**config.mk**
```make
export PLATFORM = sky130hd
export DESIGN_NAME = dmem_arbiter
export DESIGN_NICKNAME = d
export VERILOG_FILES = /design/src/rtl/dmem_arbiter.sv
export SDC_FILE = /design/constraint.sdc
export NUM_CORES = 1
export LEC_CHECK = 0
export ABC_CLOCK_PERIOD_IN_PS = 1700
export BUFFER_PORTS_ARGS = -buffer_cell sky130_fd_sc_hd__buf_2
export CAP_MARGIN = 0
export CORE_AREA = 2 2 114 116
export CTS_CLUSTER_DIAMETER = 60
export DETAILED_ROUTE_END_ITERATION = 6
export DIE_AREA = 0 0 116 118
export PLACE_DENSITY = 0.55
export SLEW_MARGIN = 10
export SYNTH_ARGS = -nofsm -noshare
export SYNTH_HDL_FRONTEND = slang
export SYNTH_SLANG_ARGS = --single-unit
```
**constraint.sdc**
```tcl
create_clock -name clock -period 1.7 [get_ports clock]
set_input_delay 0.085 -clock clock [delete_from_list [all_inputs] [get_ports clock]]
set_output_delay 0.085 -clock clock [all_outputs]
set_load 0.1 [all_outputs]
```
**src/rtl/dmem_arbiter.sv**
```systemverilog
// Data-RAM arbiter: the MEM-stage CPU port has priority, and the DMA gets idle cycles or a forced slot after STARVE_LIMIT blocked cycles.
// Optional statistics counters are enabled by defining DMEM_ARB_STATS_EN.
module dmem_arbiter #(
    parameter int AW           = 32,
    parameter int DW           = 32,
    parameter int STARVE_LIMIT = 4
) (
    input  logic          clock,
    input  logic          reset,
    input  logic          cpu_req,
    input  logic          cpu_we,
    input  logic [AW-1:0] cpu_addr,
    input  logic [DW-1:0] cpu_wdata,
    output logic [DW-1:0] cpu_rdata,
    output logic          cpu_stall,
    input  logic          dma_req,
    input  logic          dma_we,
    input  logic [AW-1:0] dma_addr,
    input  logic [DW-1:0] dma_wdata,
    output logic [DW-1:0] dma_rdata,
    output logic          dma_ack,
    output logic [AW-1:0] mem_addr,
    output logic [DW-1:0] mem_wdata,
    output logic          mem_we,
    input  logic [DW-1:0] mem_rdata
`ifdef DMEM_ARB_STATS_EN
    ,
    output logic [15:0]   stall_count,
    output logic [15:0]   dma_count
`endif
);

    localparam int CW = 4;

    logic [CW-1:0] wait_cnt_reg;
    logic [CW-1:0] wait_cnt_next;
    logic          dma_ack_reg;
    logic [DW-1:0] dma_rdata_reg;
    logic          starve;
    logic          dma_slot;

    assign starve   = (wait_cnt_reg == CW'(STARVE_LIMIT));
    // The ack cycle is never a DMA slot, so the requester can safely swap fields.
    assign dma_slot = dma_req & ~dma_ack_reg & (~cpu_req | starve);

    assign cpu_rdata = mem_rdata;
    assign dma_ack   = dma_ack_reg;
    assign dma_rdata = dma_rdata_reg;

    always_comb begin
        if (dma_slot) begin
            mem_addr  = dma_addr;
            mem_wdata = dma_wdata;
            mem_we    = dma_we;
            cpu_stall = cpu_req;
        end else begin
            mem_addr  = cpu_addr;
            mem_wdata = cpu_wdata;
            mem_we    = cpu_req & cpu_we;
            cpu_stall = 1'b0;
        end
    end

    always_comb begin
        wait_cnt_next = wait_cnt_reg;
        if (dma_slot || !dma_req) begin
            wait_cnt_next = '0;
        end else if (cpu_req && !dma_ack_reg && !starve) begin
            wait_cnt_next = wait_cnt_reg + CW'(1);
        end
    end

    always_ff @(posedge clock or posedge reset) begin
        if (reset) begin
            wait_cnt_reg  <= '0;
            dma_ack_reg   <= 1'b0;
            dma_rdata_reg <= '0;
        end else begin
            wait_cnt_reg <= wait_cnt_next;
            dma_ack_reg  <= dma_slot;
            if (dma_slot && !dma_we) begin
                dma_rdata_reg <= mem_rdata;
            end
        end
    end

`ifdef DMEM_ARB_STATS_EN
    logic [15:0] stall_count_reg;
    logic [15:0] dma_count_reg;

    // Saturating counters; a DMA is counted on the edge that raises its ack.
    always_ff @(posedge clock or posedge reset) begin
        if (reset) begin
            stall_count_reg <= '0;
            dma_count_reg   <= '0;
        end else begin
            if (cpu_stall && stall_count_reg != 16'hFFFF) begin
                stall_count_reg <= stall_count_reg + 16'd1;
            end
            if (dma_slot && dma_count_reg != 16'hFFFF) begin
                dma_count_reg <= dma_count_reg + 16'd1;
            end
        end
    end

    assign stall_count = stall_count_reg;
    assign dma_count   = dma_count_reg;
`endif

endmodule

```
==> reports/results.ini <==
[synthesis]
syn_area_mm2 = 0.00256
synthDistinctLibCells = 27
seq_area_frac_synth_pct = 36.2
ys_warn_count = 0
yosysTopAreaCell = dfrtp_1
avgSynthCellArea_um2 = 12.2
synth_edf_count = 0
synth_top_area_share_pct = 36.2
ys.flop_type = dfrtp_1
synth_area_leaders = dfrtp_1 (36%), mux2_1 (31%), mux2_2 (11%)
async_flop_share_pct = 100
syn-num-nets = 378
synthCells = 210
ys_ff_latch = 37

[power_and_ir_drop]
p_total_mw = 6.48
powerDensity_mw_per_mm2 = 1090
p_leak_nw = 3.09
vdd_drop_max_mv = 0.679

[cts]
clockRootBuffer = clkbuf_16
tritoncts = done
clk_pin_slew_ns = 0.06
insertion_delay_ns = 0.27
clock_sinks = 37
htree_levels = 2
clockBufferDepth = 2
cts_made_buffers = 5

[worst_setup_path]
end_kind = output pin
path_cells = inv_2 -> ha_4 -> nand3b_4 -> a21oi_4 -> buf_12 -> buf_12 -> mux2_4 -> buf_12
crit_path_frequent_cell = buf_12
ff2ff_setup_slack_ns = -0.25
crit_path_max_fanout = 12
cp.required_ns = 1.62
slowest_delay_ns = 0.38
criticalPathCategory = reg -> out
start_kind = register
arrival_ns = 2.05
reg2reg_depth = 9
timing.rr.start = wait_cnt_reg[0]
cp_slowest_cell = dfrtp_1
r2r-end = dma_rdata[11]

[sta]
max_freq_mhz = 468
setup_viol = 98
worst_slack_ns = -0.436
finalCritPeriodShare_pct = 126
hold_violations = 0
slew_headroom_pct = 67.1
tightest_slew_ns = 0.497
holdWs_ns = 0.0531
rsz0062_at_grt = yes
period_needed_ns = 2.14
slew_violations = 0
finClkSkew_ns = 0.00282

[routing]
wire_per_inst_um = 18.5
drtIter0Drc = 78
antenna_left = 0
drcViolationCount = 0
wl_mm = 12.5
vias_per_cell = 4.25
vias = 2881
first_pass_iters = 4

[grt]
grt_pass1_vias = 3126
antenna_found_initial = 0
grt_max_degree = 38
grt_usage_pct = 16.9
grt_first_pass_wirelength_mm = 17.7
overflow = 0

[die]
start_util_pct = 20.6
pin_count = 297
die_y_um = 118
rows = 41
die_x_um = 116
core_mm2 = 0.0124
dieArea_mm2 = 0.0137

[min_path]
hold_class = in -> reg
holdCritStartpoint = mem_rdata[25]
hold_path_depth = 2
hold_end = dma_rdata[25]

[layout]
num_antenna_cells = 0
fin_area_mm2 = 0.00596
layout.nets = 673
fin_util_pct = 48.0
drive_gt1_share_pct = 87.9
syn_to_final_growth_pct = 133
largest_reg_flops = 32
mostFrequentLayoutCell = buf_2
nFillCells = 1103
layout_common_cells = buf_2 (230), mux2_4 (95), buf_12 (66)

[placement]
postPlaceCellArea_mm2 = 0.00485
portBuffers = 296
gp_congestion = 0.822
dp.final_hpwl_mm = 8.85

[flow_run]
max_cap_violations = 0

[status]
status = finished with violations
violations = setup timing

[synth_stat cells, types with 2 or more instances]
cell type / count
ha_1: 2
mux2_1: 70
mux2_2: 26
inv_1: 4
o21ai_0: 2
buf_2: 4
dfrtp_1: 37
a21oi_1: 2
nand3_1: 5
nand2_1: 3
buf_4: 37
buf_6: 3
[logic make-up (layout without fill, tap and decap cells)]
kind of cell	Yosys count	count (layout)	share of synthesized area, %
muxes	96	96	42.2
buffers and inverters	49	345	13.7
DFF	37	37	36.2
and+or+nand+nor	17	17	4.10
AOI/OAI and AO/OA	9	9	2.88
adders and majority gates	2	2	0.977
[worst max-delay path by stage]
stage | to | start | slack [ns]
floorplan | mem_addr[0] | dma_ack | -0.23
global placement | mem_addr[14] | wait_cnt_reg[0] | -0.24
detailed placement | mem_wdata[19] | wait_cnt_reg[0] | -0.26
CTS | mem_addr[12] | wait_cnt_reg[1] | -0.41
global route | mem_addr[23] | wait_cnt_reg[1] | -0.52
finish | mem_addr[23] | wait_cnt_reg[0] | -0.44
[area by class of cell]
| class | instances | area, um2 | area share [%] |
|---|---|---|---|
| Tap cell | 172 | 215 | 3.61 |
| Clock inverter | 1 | 30.0 | 0.504 |
| Sequential cell | 37 | 930 | 15.6 |
| Clock buffer | 7 | 143 | 2.39 |
| Multi-Input combinational cell | 124 | 1690 | 28.4 |
| Timing Repair Buffer | 333 | 2930 | 49.2 |
| Inverter | 4 | 15.0 | 0.252 |
[worst max-delay path, delay by kind of cell, from the launching register on]
| family | cells | cell delay (ns) |
|---|---|---|
| buffers and inverters | 4 | 0.60 |
| flip-flops | 1 | 0.38 |
| multiplexers | 1 | 0.33 |
| AO/OA/AOI/OAI | 1 | 0.21 |
| adder cells (fa/ha/maj) | 1 | 0.15 |
| AND/OR/NAND/NOR | 1 | 0.09 |
[power breakdown]
group          switching [mW]  internal (mW)  total, mW
Combinational            3.01           1.25       4.26
Sequential             0.0967           1.05       1.15
Clock                   0.342          0.733       1.07
Total                    3.45           3.04       6.48
[metrics by stage]
step | worst slack [ns] | setup TNS (ns) | cells
2_1_floorplan | -0.226 | -19.76 | 210
3_3_place_gp | -0.244 | -19.73 | 656
4_1_cts | -0.411 | -32.18 | 675
6_report | -0.436 | -33.66 | 678
5_1_grt | -0.519 | -41.13 | 678
3_5_place_dp | -0.257 | -20.79 | 656
[routing by layer]
layer	share of wire [%]	wire [um]	track usage [%]	up-vias
met5	0	0	0	-
met4	4.2	526	7.96	0
met3	8.8	1110	3.86	24
met2	52	6480	30.8	183
met1	35	4430	18.2	1372
li1	-	-	-	1302
[what timing repair did]
| action | CTS | global route |
|---|---|---|
| hold buffers | 1 | 0 |
| setup endpoints to repair | 98 | 98 |
| endpoints found under the hold margin | 37 | 0 |
| gates resized for setup | 190 | 6 |
| setup buffers | 6 | 3 |
| cloned | 4 | 2 |
| pin swaps | 3 | 3 |
No activity file was read; power rests on OpenSTA's default activity.
